File: src/rtl/gpio_emu_pkg.sv
// rtl/gpio_emu_pkg.sv - shared address map and bit positions for the GPIO emulator
package gpio_emu_pkg;

   localparam logic [15:0] ADDR_AXIS1 = 16'h1094;
   localparam logic [15:0] ADDR_AXIS2 = 16'h1098;
   localparam logic [15:0] ADDR_CTRL  = 16'h109C;

   localparam int CTRL_EN_BIT    = 8;
   localparam int CTRL_GO_BIT    = 6;
   localparam int STATUS_RUN_BIT = 0;

   // Write-data fields that carry the axis setpoints
   localparam int AXIS1_LSB = 5;
   localparam int AXIS2_LSB = 7;

   typedef enum logic [1:0] {
      SEL_NONE  = 2'd0,
      SEL_AXIS1 = 2'd1,
      SEL_AXIS2 = 2'd2,
      SEL_CTRL  = 2'd3
   } reg_sel_e;

   // Map a bus address onto one of the three registers
   function automatic reg_sel_e decode_addr(input logic [15:0] addr,
                                            input logic [15:0] base);
      reg_sel_e sel;
      sel = SEL_NONE;
      if (addr == base)
         sel = SEL_AXIS1;
      else if (addr == base + 16'd4)
         sel = SEL_AXIS2;
      else if (addr == base + 16'd8)
         sel = SEL_CTRL;
      return sel;
   endfunction

endpackage

File: src/rtl/gpio_emu_regs_if.sv
// rtl/gpio_emu_regs_if.sv - simple system bus bundle
interface gpio_emu_regs_if;

   logic [15:0] saddress;
   logic        srd;
   logic        swr;
   logic [31:0] sdata_in;
   logic [31:0] sdata_out;

   modport master (
      output saddress,
      output srd,
      output swr,
      output sdata_in,
      input  sdata_out
   );

   modport slave (
      input  saddress,
      input  srd,
      input  swr,
      input  sdata_in,
      output sdata_out
   );

endinterface

File: src/rtl/gpio_emu_counter.sv
// rtl/gpio_emu_counter.sv - gated free-running cycle counter
module gpio_emu_counter #(
   parameter int W = 16
) (
   input  logic         clk,
   input  logic         n_reset,
   input  logic         run,
   output logic [W-1:0] cnt
);

   logic [W-1:0] r_cnt;

   // Count while enabled, hold otherwise; natural wrap at the top value
   always_ff @(posedge clk or negedge n_reset) begin
      if (!n_reset)
         r_cnt <= '0;
      else if (run)
         r_cnt <= r_cnt + 1'b1;
   end

   assign cnt = r_cnt;

endmodule

File: src/rtl/gpio_emu_regs.sv
// rtl/gpio_emu_regs.sv - memory-mapped GPIO emulator register block
module gpio_emu_regs
   import gpio_emu_pkg::*;
#(
   parameter logic [15:0] BASE_ADDR = ADDR_AXIS1,
   parameter int          CNT_W     = 16
) (
   input  logic                 clk,
   input  logic                 n_reset,
   gpio_emu_regs_if.slave       bus,
   input  logic [31:0]          gpio_in,
   input  logic                 gpio_latch,
   output logic [31:0]          gpio_out
);

   logic [3:0]       r_axis1;
   logic [3:0]       r_axis2;
   logic             r_ctrl_en;
   logic             r_ctrl_go;
   logic [31:0]      r_gpio_in_s;
   logic [31:0]      r_sdata_out;

   logic             w_running;
   logic [CNT_W-1:0] w_cnt;
   reg_sel_e         w_sel;
   logic [31:0]      w_rd_data;
   logic             w_unused;

   assign w_sel     = decode_addr(bus.saddress, BASE_ADDR);
   assign w_running = r_ctrl_en & r_ctrl_go;

   gpio_emu_counter #(
      .W (CNT_W)
   ) u_counter (
      .clk     (clk),
      .n_reset (n_reset),
      .run     (w_running),
      .cnt     (w_cnt)
   );

   // Setpoint and control registers written from the bus
   always_ff @(posedge clk or negedge n_reset) begin
      if (!n_reset) begin
         r_axis1   <= '0;
         r_axis2   <= '0;
         r_ctrl_en <= 1'b0;
         r_ctrl_go <= 1'b0;
      end else if (bus.swr) begin
         case (w_sel)
            SEL_AXIS1: r_axis1 <= bus.sdata_in[AXIS1_LSB +: 4];
            SEL_AXIS2: r_axis2 <= bus.sdata_in[AXIS2_LSB +: 4];
            SEL_CTRL: begin
               r_ctrl_en <= bus.sdata_in[CTRL_EN_BIT];
               r_ctrl_go <= bus.sdata_in[CTRL_GO_BIT];
            end
            default: ;
         endcase
      end
   end

   // Input pin snapshot taken only on the latch strobe
   always_ff @(posedge clk or negedge n_reset) begin
      if (!n_reset)
         r_gpio_in_s <= '0;
      else if (gpio_latch)
         r_gpio_in_s <= gpio_in;
   end

   // Read mux over current register contents; unmapped addresses read 0
   always_comb begin
      w_rd_data = '0;
      case (w_sel)
         SEL_AXIS1: w_rd_data = {28'b0, r_gpio_in_s[3:0]};
         SEL_AXIS2: w_rd_data = {28'b0, r_gpio_in_s[15:12]};
         SEL_CTRL: begin
            w_rd_data[31:16]          = w_cnt;
            w_rd_data[CTRL_EN_BIT]    = r_ctrl_en;
            w_rd_data[CTRL_GO_BIT]    = r_ctrl_go;
            w_rd_data[STATUS_RUN_BIT] = w_running;
         end
         default: w_rd_data = '0;
      endcase
   end

   // Registered read data; sampled before this edge's writes/latch take effect
   always_ff @(posedge clk or negedge n_reset) begin
      if (!n_reset)
         r_sdata_out <= '0;
      else if (bus.srd)
         r_sdata_out <= w_rd_data;
      else
         r_sdata_out <= '0;
   end

   assign bus.sdata_out = r_sdata_out;
   assign gpio_out      = {w_cnt, r_axis2, 8'b0, r_axis1};

   assign w_unused = &{1'b0, bus.sdata_in[31:11], bus.sdata_in[4:0],
                       r_gpio_in_s[31:16], r_gpio_in_s[11:4]};

endmodule

File: src/flat_wrapper.sv
// flat-port wrapper written by rule: the top's interface ports become plain ports
module gpio_emu_regs_flat import gpio_emu_pkg::*;
#(
   parameter logic [15:0] BASE_ADDR = ADDR_AXIS1,
   parameter int          CNT_W     = 16
)
  (clk, n_reset, gpio_in, gpio_latch, gpio_out, bus_saddress, bus_srd, bus_swr, bus_sdata_in, bus_sdata_out);
  gpio_emu_regs_if bus_i ();
  input  logic clk;
  input  logic n_reset;
  input  logic [31:0] gpio_in;
  input  logic gpio_latch;
  output logic [31:0] gpio_out;
  input wire logic [$bits(bus_i.saddress)-1:0] bus_saddress;
  input wire logic [$bits(bus_i.srd)-1:0] bus_srd;
  input wire logic [$bits(bus_i.swr)-1:0] bus_swr;
  input wire logic [$bits(bus_i.sdata_in)-1:0] bus_sdata_in;
  output wire logic [$bits(bus_i.sdata_out)-1:0] bus_sdata_out;
  assign bus_i.saddress = bus_saddress;
  assign bus_i.srd = bus_srd;
  assign bus_i.swr = bus_swr;
  assign bus_i.sdata_in = bus_sdata_in;
  assign bus_sdata_out = bus_i.sdata_out;
  gpio_emu_regs #(.BASE_ADDR(BASE_ADDR), .CNT_W(CNT_W)) u_core (.clk(clk), .n_reset(n_reset), .bus(bus_i), .gpio_in(gpio_in), .gpio_latch(gpio_latch), .gpio_out(gpio_out));
endmodule
File: config.mk
export PLATFORM = sky130hd
export DESIGN_NAME = gpio_emu_regs_flat
export DESIGN_NICKNAME = d
export VERILOG_FILES = /design/src/rtl/gpio_emu_pkg.sv /design/src/rtl/gpio_emu_regs_if.sv /design/src/rtl/gpio_emu_counter.sv /design/src/rtl/gpio_emu_regs.sv /design/src/flat_wrapper.sv
export SDC_FILE = /design/constraint.sdc
export NUM_CORES = 1
export LEC_CHECK = 0
export ABC_AREA = 1
export BUFFER_PORTS_ARGS = -buffer_cell sky130_fd_sc_hd__buf_2
export CAP_MARGIN = 20
export CORE_MARGIN = 8
export CORE_UTILIZATION = 40
export DETAILED_ROUTE_END_ITERATION = 10
export PLACE_DENSITY = 0.75
export REMOVE_ABC_BUFFERS = 1
export SETUP_SLACK_MARGIN = 0.15
export SYNTH_ARGS = -nofsm -noshare
export SYNTH_HDL_FRONTEND = slang
export SYNTH_SLANG_ARGS = --single-unit
File: constraint.sdc
create_clock -name clk -period 3.05 [get_ports clk]
set_input_delay 0.915 -clock clk [delete_from_list [all_inputs] [get_ports clk]]
set_output_delay 0.915 -clock clk [all_outputs]
set_load 0.1 [all_outputs]
==> impl_metrics.csv <==
group,metric,value,unit
yosys,synth_enable_flop_cells,0,
yosys,netlist_area,2510,um^2
yosys,synth_most_common_cell,"dfrtp_1",
clock_network,post_cts_buffers,0,
yosys,ys_seq_area_share,55.7,%
drt,drtPass1Iterations,4,
clock_network,hold_buffers,0,
clock_network,cts.clk_slew.worst_paths,0.09,ns
layout,area_growth,20.8,%
grt,grt_max_degree,30,
floorplan,dieArea,9080,um^2
drt,drc,0,
yosys,async_flop_share,100,%
yosys,synth_cell_types,26,
sta,finClkSkew,0.00550,ns
grt,grt_overflow_total,0,
yosys,syn_inst,247,
sta,maxSlewHeadroom,56.7,%
worst_setup_path,crit_buf_inv,1,
sta,fin_setup_tns,0,ns
clock_network,numCtsBuffers,5,
floorplan,die_y,95.3,um
place,hpwl,4210,um
worst_setup_path,arrival,1.21,ns
clock_network,ctsResizeCount,0,
sta,fin_crit,2.13,ns
place,gp_congestion,0.762,
pwr,power,1.38,mW
sta,worstMarginPinSlew,0.649,ns
grt,grt_pass1_wl,8400,um
worst_setup_path,cp-start-kind,"flop",
clock_network,cts_buffer_depth,2,
sta,fin_crit_sh,69.7,%
grt,grtUsageTotal,11.9,%
yosys,yosys_warnings,0,
layout,diodes,0,
worst_setup_path,timing.rr.end,"u_core.u_counter.cnt[14]",
sta,setup_violations,0,
drt,initialDrtViolationCount,48,
grt,grt_pass1_vias,1783,
yosys,yosysTopAreaCell,"dfrtp_1",
drt,vias,1755,
clock_network,clk_latency,0.30,ns
worst_setup_path,crit_slowest_cell,"buf_2",
yosys,synth_commonest_cells,"dfrtp_1, nand2_1, inv_1, buf_4, xor2_1",
worst_setup_path,worst_r2r_startpoint,"u_core.u_counter.cnt[0]",
worst_setup_path,crit_family,"buffers and inverters",
drt,avgRoutedWirePerCell,12.6,um
sta,hold_violations,0,
floorplan,io_pins,149,
worst_setup_path,crit_fanout,6,
worst_setup_path,endpoint_kind,"output pin",
floorplan,fp-row-count,29,
layout,final_util,49.0,%
pwr,ir_drop,225,uV
floorplan,die_x,95.3,um
worst_hold_path,worstHoldEndpoint,"u_core.r_axis2[2]",
clock_network,cts.sinks,56,
place,dp_slack,0.924,ns
pwr,p_per_area,454,nW/um^2
worst_setup_path,slowest_delay,0.47,ns
yosys,ys_ff_latch,56,
layout,layout-drive-gt1-share,37.1,%
yosys,ys_top_cells_by_area,"dfrtp_1, nand2_1, inv_1",
sta,rsz0062_at_grt,"false",
drt,final_antenna_net_count,0,
worst_setup_path,cp.required,2.13,ns
worst_setup_path,path_class,"flop to output pin",
drt,wl,5160,um
worst_setup_path,path_cells,"buf_2",
run_status,status,"finished clean",
clock_network,cts_tree,"done",
worst_hold_path,hold_class,"flop to flop",
pwr,power_leakage,1.68,nW
drt,viasPerCell,4.27,
yosys,synth_top_cell_area_share,55.7,%
place,io_buffer_count,80,
floorplan,core,6200,um^2
job,max_cap_viol_count,0,
worst_setup_path,r2r_setup_slack,1.38,ns
clock_network,cts_root_buffer,"clkbuf_8",
sta,setup_slack,0.923,ns
sta,slew_viol_final,0,
worst_hold_path,min-delay-start,"u_core.r_axis2[2]",
sta,clock.fmax,0.470,GHz
grt,antenna_found_initial,0,
floorplan,start_util,40.5,%
worst_hold_path,holdPathStages,2,
layout,fin_nets,419,
yosys,synth_ff_type,"dfrtp_1",
worst_setup_path,ff2ff_path_depth,8,
yosys,avgSynthCellArea,10.2,um^2
clock_network,h-tree-depth,2,
==> layer usage <==
metal / share of wire (%) / GRT usage, % / wire [um]
met1: 41 / 14.2 / 2110
met2: 49 / 19.6 / 2510
met3: 9.0 / 4.17 / 464
met4: 1.4 / 4.03 / 72
met5: 0 / 0 / 0
==> cells by family after synthesis <==
group,after synthesis,synth area share [%]
multiplexers,8,3.58
buffers and inverters,58,12.0
flip-flops,56,55.7
XOR/XNOR,15,5.22
AND/OR/NAND/NOR,96,20.4
other,1,0.149
adder cells (fa/ha/maj),1,0.497
AO/OA/AOI/OAI,12,2.39
==> layout make-up <==
| class | instances | area, um^2 |
|---|---|---|
| tap | 77 | 96.3 |
| fill | 596 | 3170 |
| timing repair buffer | 82 | 415 |
| clock inverter | 2 | 35.0 |
| sequential | 56 | 1400 |
| inverter | 38 | 143 |
| clock buffer | 6 | 72.6 |
| multi-input combinational | 150 | 876 |
==> registers in the layout, indices dropped and copies added, names as in the netlist <==
signal and flops:
u_core.u_counter.cnt 16, u_core.r_ctrl_go 1, u_core.r_axis2 4, u_core.bus.sdata_out 22
u_core.r_axis1 4, u_core.r_ctrl_en 1, u_core.r_gpio_in_s 8
==> where the power goes <==
part	switching, mW	internal, mW
Clock	0.218	0.244
Combinational	0.131	0.0291
Sequential	0.00523	0.752
Total	0.354	1.03
==> how the worst max path moves through the flow <==
stage                                to  cells past startpoint                     start  slack (ns)
2_1_floorplan  u_core.u_counter.cnt[12]                      7   u_core.u_counter.cnt[1]        0.84
3_3_place_gp   u_core.bus.sdata_out[19]                      7           bus_saddress[1]        0.93
3_5_place_dp   u_core.bus.sdata_out[17]                      7           bus_saddress[1]        0.92
4_1_cts                    gpio_out[27]                      1  u_core.u_counter.cnt[11]        0.90
5_1_grt                    gpio_out[27]                      1  u_core.u_counter.cnt[11]        0.84
6_report                   gpio_out[26]                      1  u_core.u_counter.cnt[10]        0.92
==> layout by cell type (no fill, tap or decap) <==
cell type,instances
buf_2,80
dfrtp_1,56
nand2_1,41
inv_1,37
conb_1,18
xor2_1,15
nor2_1,14
nor2_2,9
nor2_4,8
mux2_2,8
nand3_1,7
o21ai_0,6
clkbuf_8,5
nand2_2,4
a21oi_1,4
nand4_1,4
nand2_4,2
o21ai_1,2
nor3_2,2
nor3_1,2
buf_4,2
or2_1,1
inv_2,1
nand3b_2,1
nor4_1,1
ha_1,1
clkinv_2,1
bufinv_16,1
clkbuf_1,1
==> stage by stage <==
step                      cells  area, um^2  hold slack (ns)
final                       411        3040            0.484
after global routing        411        3040            0.503
after CTS                   411        3040            0.490
after detailed placement    403        2930            0.467
after global placement      403        2930            0.456
after floorplan             244        2420            0.481
(Power assumes the default switching activity.)
